[src/rtl/tpu_host_seq.sv]
// Host-side bus sequencer for the matrix accelerator.
// Loads A/B/C-init, triggers matmul, waits, then copies C out.
module tpu_host_seq #(
  parameter int DIM      = 8,
  parameter int DATAW    = 64,
  parameter int ADDRW    = 16,
  parameter int MAW      = 16,
  parameter int WAIT_CYC = 24
) (
  input  logic             clk,
  input  logic             rst_n,
  input  logic             start,
  input  logic             clear_c,
  input  logic [MAW-1:0]   src_base,
  input  logic [MAW-1:0]   dst_base,
  output logic             busy,
  output logic             done,
  output logic [MAW-1:0]   src_addr,
  input  logic [DATAW-1:0] src_rdata,
  output logic             dst_we,
  output logic [MAW-1:0]   dst_addr,
  output logic [DATAW-1:0] dst_wdata,
  output logic             tpu_r_w,
  output logic [ADDRW-1:0] tpu_addr,
  output logic [DATAW-1:0] tpu_wdata,
  input  logic [DATAW-1:0] tpu_rdata
);

  localparam int NW   = 4 * DIM;
  localparam int NC   = 2 * DIM;
  localparam int MAXC = (WAIT_CYC > NW + 2) ? WAIT_CYC : NW + 2;
  localparam int CW   = $clog2(MAXC + 1) + 1;
  localparam int IW   = $clog2(NW);

  typedef enum logic [2:0] {
    S_IDLE, S_LOAD, S_TRIG, S_WAIT, S_READ, S_DONE
  } state_t;

  state_t           r_state, w_nstate;
  logic [CW-1:0]    r_cnt, w_ncnt;
  logic             r_clr;
  logic [MAW-1:0]   r_dbase;
  logic [MAW-1:0]   r_src_addr;
  logic             r_p_v, r_w_v;
  logic [IW-1:0]    r_p_idx, r_w_idx;
  logic [DATAW-1:0] r_w_data;
  logic             r_dst_we;
  logic [MAW-1:0]   r_dst_addr;
  logic [DATAW-1:0] r_dst_data;

  logic             w_issue, w_rd;
  logic             w_rw;
  logic [ADDRW-1:0] w_addr, w_ix;
  logic [DATAW-1:0] w_wdata;

  assign w_issue = (r_state == S_LOAD) && (r_cnt < CW'(NW));
  assign w_rd    = (r_state == S_READ) && (r_cnt < CW'(NC));

  always_comb begin
    w_nstate = r_state;
    w_ncnt   = r_cnt + 1'b1;
    unique case (r_state)
      S_IDLE: begin
        w_ncnt = '0;
        if (start) w_nstate = S_LOAD;
      end
      S_LOAD: if (r_cnt == CW'(NW + 1)) begin
        w_nstate = S_TRIG;
        w_ncnt   = '0;
      end
      S_TRIG: begin
        w_nstate = S_WAIT;
        w_ncnt   = '0;
      end
      S_WAIT: if (r_cnt == CW'(WAIT_CYC - 1)) begin
        w_nstate = S_READ;
        w_ncnt   = '0;
      end
      S_READ: if (r_cnt == CW'(NC)) begin
        w_nstate = S_DONE;
        w_ncnt   = '0;
      end
      S_DONE: begin
        w_nstate = S_IDLE;
        w_ncnt   = '0;
      end
      default: begin
        w_nstate = S_IDLE;
        w_ncnt   = '0;
      end
    endcase
  end

  // source word pipeline: addr -> data -> bus write, 2 cycles
  always_ff @(posedge clk or negedge rst_n) begin
    if (!rst_n) begin
      r_state    <= S_IDLE;
      r_cnt      <= '0;
      r_clr      <= 1'b0;
      r_dbase    <= '0;
      r_src_addr <= '0;
      r_p_v      <= 1'b0;
      r_p_idx    <= '0;
      r_w_v      <= 1'b0;
      r_w_idx    <= '0;
      r_w_data   <= '0;
      r_dst_we   <= 1'b0;
      r_dst_addr <= '0;
      r_dst_data <= '0;
    end else begin
      r_state <= w_nstate;
      r_cnt   <= w_ncnt;
      if (r_state == S_IDLE && start) begin
        r_clr      <= clear_c;
        r_dbase    <= dst_base;
        r_src_addr <= src_base;
      end else if (w_issue && r_cnt != CW'(NW - 1)) begin
        r_src_addr <= r_src_addr + 1'b1;
      end
      r_p_v    <= w_issue;
      r_p_idx  <= r_cnt[IW-1:0];
      r_w_v    <= r_p_v;
      r_w_idx  <= r_p_idx;
      r_w_data <= (r_clr && r_p_idx >= IW'(NC)) ? '0 : src_rdata;
      r_dst_we <= w_rd;
      if (w_rd) begin
        r_dst_addr <= r_dbase + MAW'(r_cnt);
        r_dst_data <= tpu_rdata;
      end
    end
  end

  assign w_ix = ADDRW'(r_w_idx);

  always_comb begin
    w_rw    = 1'b0;
    w_addr  = '0;
    w_wdata = '0;
    if (r_w_v) begin
      w_rw    = 1'b1;
      w_wdata = r_w_data;
      if (r_w_idx < IW'(DIM))
        w_addr = ADDRW'(16'h0100) | (w_ix << 3);
      else if (r_w_idx < IW'(NC))
        w_addr = ADDRW'(16'h0200) | ((w_ix - ADDRW'(DIM)) << 3);
      else
        w_addr = ADDRW'(16'h0300) | ((w_ix - ADDRW'(NC)) << 3);
    end else if (r_state == S_TRIG) begin
      w_rw   = 1'b1;
      w_addr = ADDRW'(16'h0400);
    end else if (w_rd) begin
      w_addr = ADDRW'(16'h0300) | (ADDRW'(r_cnt) << 3);
    end
  end

  assign busy      = (r_state != S_IDLE);
  assign done      = (r_state == S_DONE);
  assign src_addr  = r_src_addr;
  assign dst_we    = r_dst_we;
  assign dst_addr  = r_dst_addr;
  assign dst_wdata = r_dst_data;
  assign tpu_r_w   = w_rw;
  assign tpu_addr  = w_addr;
  assign tpu_wdata = w_wdata;

endmodule

[config.mk]
export PLATFORM = sky130hd
export DESIGN_NAME = tpu_host_seq
export DESIGN_NICKNAME = d
export VERILOG_FILES = /design/src/rtl/tpu_host_seq.sv
export SDC_FILE = /design/constraint.sdc
export NUM_CORES = 1
export LEC_CHECK = 0
export ABC_AREA = 1
export CORE_MARGIN = 2
export CORE_UTILIZATION = 44
export DETAILED_ROUTE_END_ITERATION = 8
export HOLD_SLACK_MARGIN = 0.02
export MAX_ROUTING_LAYER = met4
export PLACE_DENSITY = 0.8
export SLEW_MARGIN = 20
export SYNTH_ARGS = -nofsm -noshare
export SYNTH_HDL_FRONTEND = slang
export SYNTH_SLANG_ARGS = --single-unit
[constraint.sdc]
create_clock -name clk -period 2.46 [get_ports clk]
set_input_delay 0.246 -clock clk [delete_from_list [all_inputs] [get_ports clk]]
set_output_delay 0.246 -clock clk [all_outputs]
set_load 0.05 [all_outputs]
# Word level (Yosys, flattened, before mapping)
# Index checks and enable logic that the tools add are counted.
[classes]
addsub = 5
n_mul = 0
div_mod_pow = 0
magnitude_cmp = 5
n_eq_ne = 13
shift = 0
mux = 20
bitwise_logic = 0
reduce_logical = 9
[ops]
columns = ["op", "count"]
rows = [
  ["64-bit 2-to-1 mux", 2],
  ["16-bit 2-to-1 mux", 5],
  ["7-bit 2-to-1 mux", 3],
  ["7-bit case mux with 3 select lines", 1],
  ["16-bit by 1-bit adder with 16-bit output (second input constant)", 1],
  ["16-bit by 7-bit adder with 16-bit output", 1],
  ["3-bit case mux with 5 select lines", 1],
  ["7-bit by 5-bit equality test with 1-bit output (second input constant)", 2],
  ["3-bit 2-to-1 mux", 4],
  ["11-bit 2-to-1 mux", 1],
  ["10-bit 2-to-1 mux", 1],
  ["7-bit by 1-bit adder with 7-bit output (second input constant)", 1],
  ["7-bit by 6-bit equality test with 1-bit output (second input constant)", 1],
  ["7-bit by 5-bit less-than comparator with 1-bit output (second input constant)", 1],
  ["7-bit by 6-bit less-than comparator with 1-bit output (second input constant)", 1],
  ["7-bit by 5-bit != test with 1-bit output (second input constant)", 1],
  ["3-bit by 2-bit equality test with 1-bit output (second input constant)", 2],
  ["3-bit equality test (second input constant)", 2],
  ["5-bit by 4-bit subtractor with 6-bit output (second input constant)", 1],
  ["5-bit by 5-bit subtractor with 6-bit output (second input constant)", 1],
  ["5-bit >= comparator (second input constant)", 1],
  ["1-bit logical AND", 5],
  ["5-bit by 4-bit less-than comparator with 1-bit output (second input constant)", 1],
  ["5-bit less-than comparator (second input constant)", 1],
  ["other kinds (8)", 11],
]
[word_totals]
register_bits = 200
latch_bits = 0
mem_bits_rw = 0
rom_bits = 0
input_bits = 164
out_inout_bits = 180
elab_cells = 65
mem_count = 0

# Logic depth before layout (Yosys ltp)
# Gate-level depths: netlist (run 1).
[logic_depth]
depth_word = 5
mapped_depth = 12
depth_no_buf = 11

# Least setup slack after synthesis (run 1)
# No wires, ideal clock.
[synth_path]
path_kind = "register to output"
startpoint = "register r_state[0]"
endpoint = "output tpu_addr[4]"
arrival_ns = 2.167
required_time_ns = 2.214
slack_ns = 0.047
stages_incl_launch_ff = 6
path_buffers = 0
cell_sequence = "dfrtp_1 -> nor2_1 -> nand2_1 -> nor3_4 -> nand2_1 -> o21ai_0"
[synth_between]
elab_chain_cells = 5
elab_cells_between_ends = 6
cone_classes = "eq/ne: 2; mux: 3; reduce/logical: 1"
[synth_lines]
columns = ["element", "line_no", "source"]
rows = [
  ["start: declaration", "39", "state_t r_state, w_nstate;"],
  ["start signal: assignment", "111", "r_state <= w_nstate;"],
  ["3-bit equality test", "57", "assign w_rd = (r_state == S_READ) && (r_cnt < CW'(NC));"],
  ["1-bit logical AND", "57", ""],
  ["10-bit 2-to-1 mux", "151", "end else if (w_rd) begin"],
  ["11-bit 2-to-1 mux *", "148", "end else if (r_state == S_TRIG) begin"],
  ["16-bit 2-to-1 mux *", "139", "if (r_w_v) begin"],
  ["end: declaration", "24", "output logic [ADDRW-1:0] tpu_addr,"],
]
# Every way passes the cells marked *; elsewhere a longest branch is shown, timed or not.

# Worst setup path in the final report (run 1)
[layout_path]
startpoint = "register r_w_v"
endpoint = "output tpu_wdata[61]"
[layout_between]
elab_chain_cells = 1
[layout_lines]
columns = ["element", "line_no", "source"]
rows = [
  ["start: declaration", "44", "logic r_p_v, r_w_v;"],
  ["start signal: assignment", "122", "r_w_v <= r_p_v;"],
  ["64-bit 2-to-1 mux", "139", ""],
  ["end: declaration", "25", "output logic [DATAW-1:0] tpu_wdata,"],
]
# No other way between the ends.

==> flow_summary.toml, run 1 <==
[clocking]
path_clk_slew_ns = 0.07
numCtsBuffers = 17
cts_tree = "yes"
clk_path_buf_depth = 2
cts_root_buf = "clkbuf_16"
clkLatencyLatePin_ns = 0.42
cts_sinks = 200
h-tree-depth = 4

[sta]
final_max_slew_viol_count = 0
fin_tns_setup_ns = 0
tightest_slew_ns = 0.6076
finalCritPeriodShare_pct = 96.51
whs_ns = 0.3345
maxSlewHeadroom_pct = 59.36
skew_ns = 0.01426
fin_crit_ns = 2.374
fmax_mhz = 421.2
finalHoldViolations = 0
setup_viol = 0
layout_setup_ws_ns = 0.08590

[yosys]
synth_compound_area_share_pct = 2.369
synth_top_family_by_area = "simple AND/OR/NAND/NOR gates"
synth_top_cell_area_share_pct = 55.74
synth_xor_xnor_area_share_pct = 0.8779
synth_fa_ha_area_share_pct = 1.616
synth-simple-area-share_pct = 28.97
synth_common_cells = "nand2_1 (459), dfrtp_1 (200), inv_1 (182), nor2_1 (124), nand3_1 (48)"
ys.warnings.count = 0
synth_mux_area_share_pct = 0
synth_ff_type = "dfrtp_1"
synth_cell_type_count = 30
synth_seq_cells = 200
ys_seq_area_share_pct = 55.74
synthArstFlopShare_pct = 100.0
netlist_instances = 1153
yosys.area.top_type = "dfrtp_1"
synth-edff-count = 0
synth.most_common_cell = "nand2_1"
synth_area_leaders = "dfrtp_1 (56%), nand2_1 (19%), inv_1 (7.6%), nor2_1 (5.2%), nand3_1 (2.7%)"
synth_area_um2 = 8979
synth.avg_cell_area_um2 = 7.787

[placed_design]
place_ws_ns = 0.4909
placed_area_um2 = 12650
hpwl_um = 18670
port_buffers = 334
routabilityCongestion = 0.9353

[floorplanning]
core_um2 = 20100
fp.dieW_um = 146.9
io_pins = 344
fp.dieH_um = 146.9
start_util_pct = 44.66
core.rowCount = 52
die-area_um2 = 21560

[detailed_routing]
met3_length_um = 1402
highest_layer = "met4"
wl_met2_um = 12820
wl_um = 25050
ant_nets = 0
drc = 0
dr_total_vias = 8161
drt-met1-wl_um = 10270
dr.first_iter.drc_count = 423
routedWlPerCell_um = 14.19
viasPerCell = 4.624
drt_first_pass_iters = 5

[power_and_ir_drop]
finalPower_mw = 17.06
ir_worst_vdd_uv = 768.6
powerDensity_nw_per_um2 = 1283
leakage_nw = 7.350

[critical_path]
path_delay_family = "buffers and inverters"
r2r_end = "dst_addr[6]"
startpoint_type = "register"
crit_path_end = "tpu_wdata[61]"
path_buf_inv = 3
crit_slowest_cell = "clkdlybuf4s50_1"
end_kind = "primary output"
worstPathArrival_ns = 2.13
worstPathCellList = "buf_4, nand2_1, inv_1, clkdlybuf4s50_1"
critical_path_class = "reg -> out"
r2r-start = "r_cnt[0]"
worstSetupStartpoint = "r_w_v"
crit_fanout = 46
cp.depth = 4
rr_worst_depth = 9
required_ns = 2.21
r2r_slack_ns = 0.49
max_stage_delay_ns = 0.80

[global_route]
gr-total-overflow = 0
grt_use_total_pct = 24.22
grt_max_degree = 78
grt_pass1_wl_um = 40470
antenna_found_initial = 1
grt_pass1_vias = 7889

[cells_and_area]
n_fill_cell = 1629
stdcell_area_um2 = 13290
syn_to_final_growth_pct = 48.06
nets = 1657
drive_gt1_share_pct = 4.886

[run_status]
outcome = "finished clean"

[min_path]
hold_class = "in -> reg"

[job]
maxCapViolCount = 0
## worst min-delay path by stage
stage | from | endpoint | cells after the start
2_1_floorplan | rst_n | dst_addr[0] | 0
3_3_place_gp | rst_n | dst_addr[10] | 1
3_5_place_dp | rst_n | dst_addr[10] | 1
4_1_cts | src_rdata[54] | r_w_data[54] | 3
5_1_grt | src_rdata[8] | r_w_data[8] | 3
6_report | src_rdata[59] | r_w_data[59] | 3
## power breakdown
part	switching [mW]	internal, mW
logic	6.29	2.96
clock network	1.22	1.50
registers	0.739	4.34
## area by class of cell
cell class	instances	area, µm²	share of cell area [%]
sequential	200	5006	37.66
timing repair buffer	350	3615	27.19
multi-input combinational	727	3072	23.11
inverter	186	698.2	5.252
clock buffer	21	440.4	3.313
tap	270	337.8	2.541
clock inverter	10	122.6	0.9224
antenna	1	2.502	0.01882
## tightest hold or removal path, stage by stage
cell	delay, ns
clkdlybuf4s50_1	0.39
inv_1	0.05
nor2_1	0.04
## cells by family after synthesis
kind of cell | Yosys count
XOR/XNOR | 9
adder cells (fa/ha/maj) | 11
AO/OA/AOI/OAI | 40
flip-flops | 200
other | 1
AND/OR/NAND/NOR | 658
buffers and inverters | 234
## flip-flops by register name (all words and copies together), names as in the netlist
signal	flops
dst_wdata	64
dst_addr	16
r_w_v	1
dst_we	1
r_w_data	64
r_p_idx	5
r_p_v	1
r_state	3
r_clr	1
r_w_idx	5
r_dbase	16
src_addr	16
r_cnt	7
## routing by layer
metal | vias to the layer above | track usage (%)
li1 | 4044 | -
met1 | 3818 | 28.99
met2 | 257 | 41.74
met3 | 42 | 5.497
met4 | 0 | 5.971
met5 | - | -
## cells in the final DEF (no fill, tap or decap), types with 5 or more instances in the layout
cell type          n
dfrtp_1          199
clkdlybuf4s50_1  289
xor2_1             5
nand3_1           48
nand2_1          459
ha_1              10
conb_1             9
buf_12            10
o21ai_0           28
nor2_1           124
dlymetal6s2s_1    26
inv_1            182
nor3_1             7
nand4_1           10
clkbuf_16         17
buf_4             23
## metrics by stage
step / util (%) / std cells
6_report: 66.13 / 1765
3_3_place_gp: 62.94 / 1732
2_1_floorplan: - / 1161
5_1_grt: 66.13 / 1765
3_5_place_dp: 62.94 / 1732
4_1_cts: 65.79 / 1764
## timing repair
action / 4_1_cts / 5_1_grt
hold endpoints to repair: 49 / 0
resized for setup: 0 / 28
hold buffers: 1 / 0
setup buffers: 0 / 0
endpoints found under the setup margin: 0 / 28
(Power assumes the default switching activity.)
==> run 2: changes to the inputs <==
- GPL_ROUTABILITY_DRIVEN: unset -> 0
==> results of run 2 <==
Same layout as run 1: the final DEF is identical, and so are final timing and power.
